<file path="src/rtl/chip8_prog_loader.sv">
// rtl/chip8_prog_loader.sv - packs a length-prefixed byte stream into 16-bit words for instruction memory
// Optional CHIP8_LOADER_CHECKSUM_EN adds a trailing modulo-256 data checksum byte.
module chip8_prog_loader #(
  parameter int ADDR_W         = 8,
  parameter int TIMEOUT_CYCLES = 1000000
) (
  input  logic              clk,
  input  logic              rst_n,
  input  logic [7:0]        byte_data,
  input  logic              byte_valid,
  output logic              byte_ready,
  input  logic              load_start,
  output logic              mem_we,
  output logic [ADDR_W-1:0] mem_addr,
  output logic [15:0]       mem_wdata,
  output logic              cpu_run,
  output logic              load_done,
  output logic              load_error
);

  localparam logic [2:0] S_LEN_HI  = 3'd0;
  localparam logic [2:0] S_LEN_LO  = 3'd1;
  localparam logic [2:0] S_DATA_HI = 3'd2;
  localparam logic [2:0] S_DATA_LO = 3'd3;
  localparam logic [2:0] S_WRITE   = 3'd4;
  localparam logic [2:0] S_DONE    = 3'd5;
  localparam logic [2:0] S_ERROR   = 3'd6;
`ifdef CHIP8_LOADER_CHECKSUM_EN
  localparam logic [2:0] S_CHK     = 3'd7;
  localparam logic [2:0] S_FINISH  = S_CHK;
`else
  localparam logic [2:0] S_FINISH  = S_DONE;
`endif

  localparam int          TW        = $clog2(TIMEOUT_CYCLES + 1);
  localparam logic [16:0] MAX_WORDS = 17'd1 << (ADDR_W - 1);

  logic [2:0]        state;
  logic [7:0]        len_hi_q;
  logic [15:0]       len_q;
  logic [7:0]        data_hi_q;
  logic [ADDR_W-1:0] word_index;
  logic [TW-1:0]     tmo_cnt;
  logic [ADDR_W-1:0] mem_addr_q;
  logic [15:0]       mem_wdata_q;
`ifdef CHIP8_LOADER_CHECKSUM_EN
  logic [7:0]        sum_q;
`endif

  logic        xfer;
  logic        tmo_active;
  logic        tmo_hit;
  logic [15:0] len_next;
  logic        last_word;

  always_comb begin
    byte_ready = (state == S_LEN_HI) || (state == S_LEN_LO) ||
                 (state == S_DATA_HI) || (state == S_DATA_LO);
    tmo_active = (state == S_LEN_LO) || (state == S_DATA_HI) || (state == S_DATA_LO);
`ifdef CHIP8_LOADER_CHECKSUM_EN
    byte_ready = byte_ready || (state == S_CHK);
    tmo_active = tmo_active || (state == S_CHK);
`endif
    xfer      = byte_valid && byte_ready;
    tmo_hit   = tmo_active && !xfer && (tmo_cnt == TW'(TIMEOUT_CYCLES - 1));
    len_next  = {len_hi_q, byte_data};
    last_word = (16'(word_index) + 16'd1) == len_q;
  end

  assign mem_we     = (state == S_WRITE);
  assign mem_addr   = mem_addr_q;
  assign mem_wdata  = mem_wdata_q;
  assign load_done  = (state == S_DONE);
  assign cpu_run    = (state == S_DONE);
  assign load_error = (state == S_ERROR);

  always_ff @(posedge clk or negedge rst_n) begin
    if (!rst_n) begin
      state       <= S_LEN_HI;
      len_hi_q    <= '0;
      len_q       <= '0;
      data_hi_q   <= '0;
      word_index  <= '0;
      tmo_cnt     <= '0;
      mem_addr_q  <= '0;
      mem_wdata_q <= '0;
`ifdef CHIP8_LOADER_CHECKSUM_EN
      sum_q       <= '0;
`endif
    end else begin
      // Timer restarts on every accepted byte and sits at zero outside byte-wait states.
      if (tmo_active && !xfer && !tmo_hit)
        tmo_cnt <= tmo_cnt + 1'b1;
      else
        tmo_cnt <= '0;

      case (state)
        S_LEN_HI: begin
          if (xfer) begin
            len_hi_q <= byte_data;
            state    <= S_LEN_LO;
          end
        end
        S_LEN_LO: begin
          if (xfer) begin
            len_q <= len_next;
            if ({1'b0, len_next} > MAX_WORDS)
              state <= S_ERROR;
            else if (len_next == 16'd0)
              state <= S_FINISH;
            else
              state <= S_DATA_HI;
          end else if (tmo_hit) begin
            state <= S_ERROR;
          end
        end
        S_DATA_HI: begin
          if (xfer) begin
            data_hi_q <= byte_data;
`ifdef CHIP8_LOADER_CHECKSUM_EN
            sum_q     <= sum_q + byte_data;
`endif
            state     <= S_DATA_LO;
          end else if (tmo_hit) begin
            state <= S_ERROR;
          end
        end
        S_DATA_LO: begin
          if (xfer) begin
            mem_wdata_q <= {data_hi_q, byte_data};
            mem_addr_q  <= {word_index[ADDR_W-2:0], 1'b0};
`ifdef CHIP8_LOADER_CHECKSUM_EN
            sum_q       <= sum_q + byte_data;
`endif
            state       <= S_WRITE;
          end else if (tmo_hit) begin
            state <= S_ERROR;
          end
        end
        S_WRITE: begin
          word_index <= word_index + 1'b1;
          state      <= last_word ? S_FINISH : S_DATA_HI;
        end
`ifdef CHIP8_LOADER_CHECKSUM_EN
        S_CHK: begin
          if (xfer)
            state <= (byte_data == sum_q) ? S_DONE : S_ERROR;
          else if (tmo_hit)
            state <= S_ERROR;
        end
`endif
        S_DONE, S_ERROR: begin
          if (load_start) begin
            word_index <= '0;
`ifdef CHIP8_LOADER_CHECKSUM_EN
            sum_q      <= '0;
`endif
            state      <= S_LEN_HI;
          end
        end
        default: state <= S_LEN_HI;
      endcase
    end
  end

endmodule

</file>
<file path="config.mk">
export PLATFORM = sky130hd
export DESIGN_NAME = chip8_prog_loader
export DESIGN_NICKNAME = d
export VERILOG_FILES = /design/src/rtl/chip8_prog_loader.sv
export SDC_FILE = /design/constraint.sdc
export NUM_CORES = 1
export LEC_CHECK = 0
export CAP_MARGIN = 10
export CORE_ASPECT_RATIO = 1.4
export CORE_MARGIN = 5
export CORE_UTILIZATION = 61
export CTS_CLUSTER_DIAMETER = 50
export DETAILED_ROUTE_END_ITERATION = 8
export PLACE_DENSITY = 0.85
export SETUP_SLACK_MARGIN = 0.1
export SLEW_MARGIN = 25
export SYNTH_ARGS = -nofsm -noshare
export SYNTH_HDL_FRONTEND = slang
export SYNTH_SLANG_ARGS = --single-unit
export TNS_END_PERCENT = 5
</file>
<file path="constraint.sdc">
create_clock -name clk -period 2.7 [get_ports clk]
set_input_delay 0.405 -clock clk [delete_from_list [all_inputs] [get_ports clk]]
set_output_delay 0.405 -clock clk [all_outputs]
set_load 0.005 [all_outputs]
</file>
Yosys cells after proc, flatten, opt, wreduce, memory -nomap -nowiden
Index checks and enable logic that the tools add are counted.
Word-level totals
  word-level logic and storage cells: 56
  register bits: 86
  output and inout bits: 29
  input port bits: 12
Operators by class
  add/sub/neg operators: 3
  reductions and logical operators: 21
  magnitude comparators: 1
  equal/unequal tests: 10
  mux-type cells: 13
Operators with widths (number)
  $mux W3: 9
  $add A20 B1 Y20 const B: 1
  $eq A20 B20 Y1 const B: 1
  $mux W20: 1
  $pmux W3 S6: 1
  $eq A9 B16 Y1: 1
  $gt A16 B8 Y1 const B: 1
  $logic_not A16 Y1: 1
  $pmux W8 S2: 1
  $reduce_and A2 Y1: 6
  $add A8 B1 Y9 const B: 1
  $eq A3 B3 Y1 const B: 3
  $add A8 B1 Y8 const B: 1
  $mux W8: 1
  $eq A3 B2 Y1 const B: 2
  $logic_or A1 B1 Y1: 5
  $logic_and A1 B1 Y1: 4
  $ne A2 B2 Y1 const B: 2
  $eq A3 B1 Y1 const B: 1
  $logic_not A3 Y1: 1
  $logic_not A1 Y1: 2
  $reduce_bool A2 Y1: 1
  $reduce_or A2 Y1: 1

Longest topological paths before layout
Gate-level depths: netlist (run 1).
  word-level depth: 11
  depth in mapped cells: 7
  mapped depth without buffers: 6

Worst setup path before layout (run 1)
No wires, ideal clock.
  path kind: reg-to-reg
  start: register tmo_cnt[7]
  end: register tmo_cnt[11]
  path buffers: 1
  stages on the path, launching flop included: 7
  clock period less this slack: 1.817 ns
  required time: 2.581 ns
  setup time: 0.119 ns
  arrival time: 1.698 ns
  setup slack: 0.883 ns
  cell sequence: dfrtp_1 > or4_1 > nor4_2 > nand2_1 > nand2_1 > buf_4 > nor2_1
Between the ends
  cells in the longest elaborated chain, start to end: 5
  elaborated cells on any way between the ends: 6
  those cells by class: 1 x add/sub; 1 x eq/ne; 1 x mux; 3 x reduce/logical
RTL lines
  from (decl): line 43  | logic [TW-1:0] tmo_cnt;
  from (signal assigned): line 93  | tmo_cnt <= tmo_cnt + 1'b1;
  branches (longest 4 deep; another with $add A20 B1 Y20)
  $mux W20 *: line 92  | if (tmo_active && !xfer && !tmo_hit)
Mark *: on every way between the ends.
A chain may end at the register's enable or synchronous reset.

Worst setup path after layout (run 1)
  start: register state[1]
  end: output port mem_we
Between the ends
  cells in the longest elaborated chain, start to end: 1
RTL lines
  from (decl): line 38  | logic [2:0] state;
  from (signal assigned): line 142  | state <= last_word ? S_FINISH : S_DATA_HI;
  $eq A3 B3 Y1: line 70  | assign mem_we = (state == S_WRITE);
  to (decl): line 13  | output logic mem_we,
Every way passes these cells.

==> impl_metrics.csv, run 1 <==
group,metric,value,unit
status,outcome,"completed",
place,place_area,4440,um2
floorplanning,fp.dieW,78.1,um
drt,drc,0,
drt,dr.pass1.iters,4,
cts,cts_buffers,9,
timing,finalSetupViolCount,0,
layout,layout_commonest_cell,"dfrtp_1",
timing,hold_viol,0,
yosys,synth_edf_count,0,
place,dp_hpwl,5860,um
layout,antenna_cells,0,
worst_setup_path,cp-start-kind,"flop",
timing,hold_ws,0.0363,ns
worst_setup_path,end_kind,"output port",
floorplanning,rows,34,
layout,layout_common_cells,"85 x dfrtp_1, 54 x mux2_2, 38 x clkdlybuf4s50_1, 32 x nor2_1, 21 x xnor2_1",
yosys,postSynth.asyncResetShare,100,%
floorplanning,die_h,105,um
hold_path,hp-class,"in2async",
floorplanning,coreArea,6250,um2
global_routing,grt_pass1_wl,14300,um
place,dp.cells,442,
power_and_ir_drop,comb_power_share,32.1,%
place,portBuffers,39,
run,maxCapViolCount,0,
layout,fillers,392,
power_and_ir_drop,netSwitchingFraction,31.5,%
global_routing,grt_max_degree,50,
cts,cts_buffer_depth,2,
cts,h-tree-depth,3,
layout,drive_above_1_share,23.1,%
layout,final_area,4670,um2
yosys,yosysSeqAreaShare,54.4,%
global_routing,antenna_found_initial,0,
timing,fmax,0.409,GHz
drt,drtAntennaViolNets,0,
yosys,syn-cell-area,3960,um2
cts,cts_resized,0,
timing,finalCritPeriodShare,90.6,%
cts,clock-sinks,86,
drt,vias,2715,
layout,fin_cells,458,
drt,routed_via_density,5.93,
power_and_ir_drop,internal-power,3.20,mW
cts,cts_tree,"yes",
layout,syn_to_final_growth,18.1,%
power_and_ir_drop,clockPowerShare,21.7,%
cts,clockRootBuffer,"clkbuf_8",
worst_setup_path,worstPathRequired,2.30,ns
timing,rsz0062_at_grt,"false",
power_and_ir_drop,switchingPower,1.47,mW
timing,maxSlewHeadroom,53.9,%
power_and_ir_drop,p_leak,1.92,nW
global_routing,grt_pass1_vias,2909,
worst_setup_path,critPathKind,"reg2out",
power_and_ir_drop,p_per_area,1000,nW/um2
power_and_ir_drop,power.share.sequential,46.3,%
layout,nNetsFinal,395,
timing,maxSlewViolCount,0,
cts,clkTransAtPathRegs,0.09,ns
cts,worst_skew_pair.late_latency,0.36,ns
power_and_ir_drop,total_power,4.67,mW
timing,fin_skew,0.00865,ns
timing,tightest_slew,0.686,ns
floorplanning,fp.dieArea,8220,um2
yosys,synthFlopType,"dfrtp_1",
power_and_ir_drop,ir_drop,0.658,mV
yosys,yosys_warnings,0,
global_routing,grt_remaining_overflow,0,
yosys,synth_cell_types,53,
worst_setup_path,r2r_slack,0.60,ns
yosys,syn_inst,333,
yosys,ys_ff_latch,86,
drt,drt_iter0_markers,187,
timing,tns,0,ns
global_routing,grt_use_total,21.7,%
yosys,syn-mean-instance-area,11.9,um2
cts,cts_setup_buffers,0,
worst_setup_path,arrival,2.04,ns
worst_setup_path,critPathMaxFanout,13,
floorplanning,initial_utilization,63.2,%
cts,cts_hold_buffers,0,
drt,wl_per_cell,17.6,um
timing,period_needed,2.45,ns
yosys,synth_fp_nets,347,
place,gp_congestion,0.842,
drt,routed_wl,8080,um
floorplanning,ioPinCount,41,
-- logic make-up (layout without fill, tap and decap cells) --
group,after synthesis,count (layout),share of synthesized area (%)
simple gates,107,107,14.7
fa+ha+maj,2,2,0.633
flops,86,86,54.4
buf+inv,18,71,2.09
xor+xnor,32,32,7.09
compound gates,33,33,5.63
other cells,1,1,0.0948
mux,54,54,15.4
-- path summary, 6_finish.rpt --
check / startpoint / to / cells past startpoint
worst max-delay path: state[1] / mem_we / 3
min in group clk: mem_addr[6] / mem_addr[6] / 2
max in group asynchronous: rst_n / len_q[12] / 2
worst min register to register: mem_addr[6] / mem_addr[6] / 2
worst min-delay path: rst_n / tmo_cnt[2] / 1
worst max register to register: word_index[0] / state[0] / 6
-- stage by stage --
step                worst slack [ns]  util (%)
floorplan                      0.883         -
global placement               0.454      71.1
detailed placement             0.370      71.1
CTS                            0.159      74.7
global route                   0.116      74.7
finish                         0.254      74.7
-- layout make-up --
cell class                      count  area [um2]  area share, %
Clock buffer                        9         124           2.65
Timing Repair Buffer               48         455           9.75
Inverter                            7        26.3          0.562
Sequential cell                    86        2150           46.1
Clock inverter                      7         103           2.20
Tap cell                           72        90.1           1.93
Multi-Input combinational cell    229        1720           36.8
-- power groups by stage --
| stage | clock [mW] | sequential (mW) | combinational, mW |
|---|---|---|---|
| after detailed placement | 0 | 2.17 | 1.51 |
| after CTS | 1.03 | 2.15 | 1.52 |
| after global placement | 0 | 2.16 | 1.46 |
| after floorplan | 0 | 2.03 | 0.976 |
| final | 1.01 | 2.16 | 1.50 |
| after global routing | 1.10 | 2.23 | 1.65 |
-- synth_stat cells (3+ instances only) --
cell type  instances  share of area [%]
or4_1              3               0.57
nor4_1             7                1.1
xor2_1            11                2.4
nand2_1           16                1.5
inv_1              6               0.57
mux2_2            54                 15
and3_1             5               0.79
buf_2              3               0.38
clkbuf_1           4               0.38
nand4_1            6               0.95
o21ai_0           10                1.3
dfrtp_1           86                 54
xnor2_1           21                4.7
buf_4              3               0.57
nor3_1            10                1.3
nand3_1           11                1.4
o21ai_1            3               0.38
nor2_1            32                3.0
-- flip-flops by register name, summed over array words and instances (netlist names) --
name	count
state	3
word_index	8
data_hi_q	8
mem_addr	7
tmo_cnt	20
len_hi_q	8
len_q	16
mem_wdata	16
-- layer usage --
metal	GRT usage, %	share of wire, %
met5	0	0
met4	7.49	2.5
met3	5.80	5.1
met2	36.3	52
met1	27.0	41
-- critical path, cell delays in order, from the launching register on --
cell	delay [ns]
dfrtp_1	0.55
or3_1	0.43
inv_1	0.17
clkdlybuf4s50_1	0.54
(Power assumes the default switching activity.)
==> run 2, diff against run 1 <==
--- a/config.mk
+++ b/config.mk
@@ -11,6 +11,7 @@
 export CORE_UTILIZATION = 61
 export CTS_CLUSTER_DIAMETER = 50
 export DETAILED_ROUTE_END_ITERATION = 8
+export MAX_ROUTING_LAYER = met4
 export PLACE_DENSITY = 0.85
 export SETUP_SLACK_MARGIN = 0.1
 export SLEW_MARGIN = 25
==> impl_metrics.csv, run 2 (synthesis results as in run 1) <==
group,metric,value,unit
status,outcome,"completed",
worst_setup_path,cp-start-kind,"flop",
floorplanning,coreArea,6250,um2
cts,h-tree-depth,3,
global_routing,grt_busiest_layer,"met2",
worst_setup_path,critPathTopFamily,"buffers and inverters",
global_routing,antenna_found_initial,0,
global_routing,grt_max_degree,50,
floorplanning,initial_utilization,63.2,%
worst_setup_path,worstPathRequired,2.30,ns
layout,nNetsFinal,395,
cts,worst_skew_pair.late_latency,0.36,ns
worst_setup_path,critPathKind,"reg2out",
worst_setup_path,critPathMaxFanout,13,
layout,layout_common_cells,"85 x dfrtp_1, 54 x mux2_2, 38 x clkdlybuf4s50_1, 32 x nor2_1, 21 x xnor2_1",
timing,fin_skew,0.00859,ns
timing,hold_viol,0,
drt,drc,0,
global_routing,grt_pass1_wl,14300,um
layout,largest_reg_flops,20,
timing,finalSetupViolCount,0,
layout,drive_above_1_share,23.1,%
timing,worst_slack,0.253,ns
drt,vias,2716,
worst_setup_path,cp_num_buf_inv,2,
drt,wl_per_cell,17.7,um
global_routing,grt.met1_usage,27.5,%
timing,tns,0,ns
worst_setup_path,end_kind,"output port",
global_routing,grt_pass1_vias,2903,
drt,routed_via_density,5.93,
layout,top_register,"tmo_cnt",
timing,period_needed,2.45,ns
global_routing,grt_remaining_overflow,0,
power_and_ir_drop,p_per_area,1000,nW/um2
worst_setup_path,crit_slowest_cell,"dfrtp_1",
worst_setup_path,slowest_delay,0.55,ns
cts,cts_tree,"yes",
hold_path,hp-class,"in2async",
cts,cts_setup_buffers,0,
drt,routed_wl,8100,um
cts,clockRootBuffer,"clkbuf_8",
floorplanning,die_h,105,um
place,gp_congestion,0.856,
timing,fmax,0.409,GHz
cts,cts_hold_buffers,0,
cts,clock-sinks,86,
layout,layout_commonest_cell,"dfrtp_1",
worst_setup_path,r2r_cells,6,
place,portBuffers,39,
drt,dr.pass1.iters,4,
power_and_ir_drop,p_leak,1.92,nW
cts,cts_buffer_depth,2,
cts,clkTransAtPathRegs,0.09,ns
layout,fin_cells,458,
floorplanning,fp.dieArea,8220,um2
worst_setup_path,r2r-start,"word_index[0]",
timing,maxSlewViolCount,0,
power_and_ir_drop,ir_drop,0.657,mV
global_routing,grtUsageMet3,4.52,%
worst_setup_path,arrival,2.04,ns
global_routing,grt_use_total,22.3,%
place,post-place-ws,0.370,ns
timing,maxSlewHeadroom,51.1,%
run,maxCapViolCount,0,
drt,drtAntennaViolNets,0,
floorplanning,rows,34,
worst_setup_path,worstReg2RegEnd,"state[0]",
global_routing,gr-usage-met2,36.2,%
drt,drt_iter0_markers,173,
place,dp_hpwl,5860,um
layout,antenna_cells,0,
floorplanning,ioPinCount,41,
timing,tightest_slew,0.728,ns
timing,rsz0062_at_grt,"false",
timing,finalCritPeriodShare,90.6,%
place,dp.cells,442,
layout,syn_to_final_growth,18.1,%
worst_setup_path,r2r_slack,0.60,ns
floorplanning,fp.dieW,78.1,um
worst_setup_path,path_cells,"or3_1, inv_1, clkdlybuf4s50_1",
cts,cts_buffers,9,
==> run 2: worst max path at each step <==
stage,from,cells past startpoint,to
CTS,state[2],4,mem_we
finish,state[1],3,mem_we
detailed placement,byte_data[5],6,state[1]
global route,state[1],3,mem_we
global placement,byte_data[2],6,state[1]
floorplan,tmo_cnt[7],6,tmo_cnt[11]
==> run 2: cell type report <==
class | instances | area, um2
Clock buffer | 9 | 124
Fill cell | 392 | 1580
Tap cell | 72 | 90.1
Inverter | 7 | 26.3
Sequential cell | 86 | 2150
Clock inverter | 7 | 103
Multi-Input combinational cell | 229 | 1720
Timing Repair Buffer | 48 | 455
==> run 2: repair_timing <==
action / in CTS / in global routing
resized for setup: 0 / 1
setup endpoints to repair: 0 / 1
endpoints found under the hold margin: 0 / 0
==> run 2: through the flow <==
step	area (um2)	utilization (%)	total power [mW]	hold slack, ns
after CTS	4670	74.7	4.70	0.0652
final	4670	74.7	4.67	0.0386
after detailed placement	4440	71.1	3.69	0.460
after global routing	4670	74.7	4.97	0.0813
after global placement	4440	71.1	3.62	0.451
after floorplan	3960	-	3.00	0.109
==> run 2: routing by layer <==
layer  vias to the layer above  wire [um]  share of wire [%]
met5                         -          0                  0
li1                       1281          -                  -
met1                      1335       3350                 41
met3                        18        363                4.5
met2                        82       4200                 52
met4                         0        187                2.3
==> run 2: worst reg2reg max path, delay by kind of cell (launching register included) <==
kind,cells,cell delay [ns]
AO/OA/AOI/OAI,1,0.15
XOR/XNOR,1,0.10
AND/OR/NAND/NOR,3,0.97
flip-flops,1,0.49
adder cells (fa/ha/maj),1,0.30
==> run 2: where the power goes <==
part	internal (mW)	switching, mW	total, mW
combinational	0.918	0.582	1.50
clock	0.532	0.482	1.01
sequential	1.75	0.409	2.16
==> run 3, diff against run 2 <==
--- a/config.mk
+++ b/config.mk
@@ -5,6 +5,7 @@
 export SDC_FILE = /design/constraint.sdc
 export NUM_CORES = 1
 export LEC_CHECK = 0
+export ABC_AREA = 1
 export CAP_MARGIN = 10
 export CORE_ASPECT_RATIO = 1.4
 export CORE_MARGIN = 5
@@ -12,7 +13,7 @@
 export CTS_CLUSTER_DIAMETER = 50
 export DETAILED_ROUTE_END_ITERATION = 8
 export MAX_ROUTING_LAYER = met4
-export PLACE_DENSITY = 0.85
+export PLACE_DENSITY = 0.84
 export SETUP_SLACK_MARGIN = 0.1
 export SLEW_MARGIN = 25
 export SYNTH_ARGS = -nofsm -noshare
==> impl_metrics.csv, run 3 <==
group,metric,value,unit
yosys,synth_cell_types,35,
place,place_area,4700,um2
drt,wl_per_cell,14.1,um
layout,nNetsFinal,574,
cts,clkTransAtPathRegs,0.09,ns
yosys,synth_top_family_by_area,"simple AND/OR/NAND/NOR gates",
floorplanning,ioPinCount,41,
place,dp_hpwl,6870,um
yosys,synth_common_cells,"153 x nand2_1, 86 x dfrtp_1, 59 x inv_1",
timing,finalSetupViolCount,0,
cts,cts_buffers,9,
layout,final_area,4890,um2
layout,layout_commonest_cell,"nand2_1",
status,outcome,"completed",
timing,fin_skew,0.00905,ns
timing,tightest_slew,0.669,ns
cts,clockRootBuffer,"clkbuf_8",
yosys,yosys_warnings,0,
yosys,syn_inst,519,
layout,top_register,"tmo_cnt",
cts,cts_tree,"yes",
layout,fin_cells,660,
drt,routed_via_density,5.34,
global_routing,grt_pass1_wl,15700,um
layout,largest_reg_flops,20,
timing,tns,0,ns
yosys,synth_xor_xnor_area_share,0.830,%
yosys,synthFlopType,"dfrtp_1",
timing,finalCritPeriodShare,88.2,%
yosys,synth-compound-area-share,8.62,%
worst_setup_path,cp-start-kind,"flop",
yosys,yosys.area_share.simple,29.5,%
worst_setup_path,end_kind,"output port",
timing,period_needed,2.38,ns
yosys,synth_top_area_share,51.0,%
layout,layout_common_cells,"153 x nand2_1, 86 x dfrtp_1, 59 x inv_1, 50 x nor2_1, 46 x o21ai_0",
power_and_ir_drop,p_per_area,926,nW/um2
yosys,postSynth.asyncResetShare,100,%
yosys,synth_edf_count,0,
power_and_ir_drop,ir_drop,0.711,mV
drt,drtAntennaViolNets,0,
hold_path,hp-class,"in2async",
layout,drive_above_1_share,9.91,%
yosys,yosysSeqAreaShare,51.0,%
floorplanning,coreArea,6850,um2
drt,dr.pass1.iters,5,
worst_setup_path,worstPathRequired,2.30,ns
place,portBuffers,39,
yosys,syn-mean-instance-area,8.14,um2
yosys,synth_area_leader_cell,"dfrtp_1",
timing,hold_ws,0.0837,ns
timing,fmax,0.420,GHz
layout,antenna_cells,0,
yosys,synthAdderAreaFrac,0.593,%
cts,cts_buffer_depth,2,
floorplanning,fp.dieArea,8710,um2
global_routing,grt_pass1_vias,3495,
global_routing,grt_use_total,24.2,%
timing,hold_viol,0,
yosys,synth_fp_nets,533,
layout,syn_to_final_growth,15.9,%
floorplanning,rows,36,
worst_setup_path,arrival,1.98,ns
power_and_ir_drop,total_power,4.53,mW
layout,fillers,537,
floorplanning,die_h,108,um
yosys,synthMuxAreaShare,2.13,%
global_routing,antenna_found_initial,0,
timing,maxSlewViolCount,0,
place,gp_congestion,0.961,
power_and_ir_drop,p_leak,2.34,nW
cts,cts_resized,0,
yosys,syn-cell-area,4220,um2
worst_setup_path,critPathKind,"reg2out",
drt,drt_iter0_markers,216,
worst_setup_path,critPathMaxFanout,8,
timing,rsz0062_at_grt,"false",
place,dp.cells,644,
cts,cts_setup_buffers,0,
cts,worst_skew_pair.late_latency,0.36,ns
yosys,synthTopCellsByArea,"dfrtp_1 51%, nand2_1 14%, o21ai_0 5.5%, inv_1 5.2%, nor2_1 4.4%",
cts,h-tree-depth,3,
drt,vias,3522,
global_routing,grt_max_degree,55,
floorplanning,fp.dieW,80.3,um
timing,maxSlewHeadroom,55.4,%
yosys,ys_ff_latch,86,
run,maxCapViolCount,0,
yosys,synth.most_common_cell,"nand2_1",
drt,drc,0,
floorplanning,initial_utilization,61.7,%
drt,routed_wl,9330,um
cts,cts_hold_buffers,0,
global_routing,grt_remaining_overflow,0,
cts,clock-sinks,86,
-- run 3: layer usage --
metal / track usage, % / vias to the layer above / part of all wire [%] / wire (um)
li1: - / 1729 / - / -
met1: 26.4 / 1692 / 39 / 3640
met2: 42.7 / 80 / 54 / 5080
met3: 4.08 / 21 / 3.7 / 347
met4: 10.6 / 0 / 2.8 / 259
met5: - / - / 0 / 0
-- run 3: layout make-up --
type / instances / area, um2 / share of cell area, %
multi-input combinational: 357 / 1760 / 36.0
inverter: 64 / 240 / 4.91
clock buffer: 10 / 128 / 2.61
clock inverter: 6 / 68.8 / 1.41
timing repair buffer: 42 / 423 / 8.64
tap: 95 / 119 / 2.43
sequential: 86 / 2150 / 44.0
-- run 3: worst paths after layout --
| path | from | cells after the start | slack [ns] | to |
|---|---|---|---|---|
| max in group asynchronous | rst_n | 2 | 2.00 | tmo_cnt[4] |
| min reg2reg | len_q[12] | 2 | 0.49 | len_q[12] |
| max | state[1] | 4 | 0.32 | mem_we |
| min | rst_n | 1 | 0.08 | word_index[1] |
| min in group clk | len_q[12] | 2 | 0.49 | len_q[12] |
| max reg2reg | word_index[0] | 11 | 0.81 | state[0] |
-- run 3: cells by family (layout without fill, tap and decap cells) --
family | after synthesis | in the layout
simple gates | 273 | 273
other cells | 1 | 1
compound gates | 69 | 69
buf+inv | 76 | 122
flops | 86 | 86
xor+xnor | 4 | 4
mux | 8 | 8
fa+ha+maj | 2 | 2
-- run 3: critical path, cell delays in order, from the launching register on --
cell and delay (ns):
dfrtp_1 0.47, nor2_2 0.27, inv_1 0.13, nor2_4 0.21, clkdlybuf4s50_1 0.54
-- run 3: power breakdown --
group          total, mW  internal [mW]  switching, mW
logic               1.59          0.706          0.884
registers           2.03           1.72          0.314
clock network      0.909          0.435          0.474
-- run 3: stage by stage --
| step | util (%) | setup WS [ns] |
|---|---|---|
| floorplan | - | 1.18 |
| global placement | 68.6 | 0.720 |
| detailed placement | 68.6 | 0.700 |
| CTS | 71.5 | 0.324 |
| global route | 71.5 | 0.235 |
| finish | 71.5 | 0.319 |
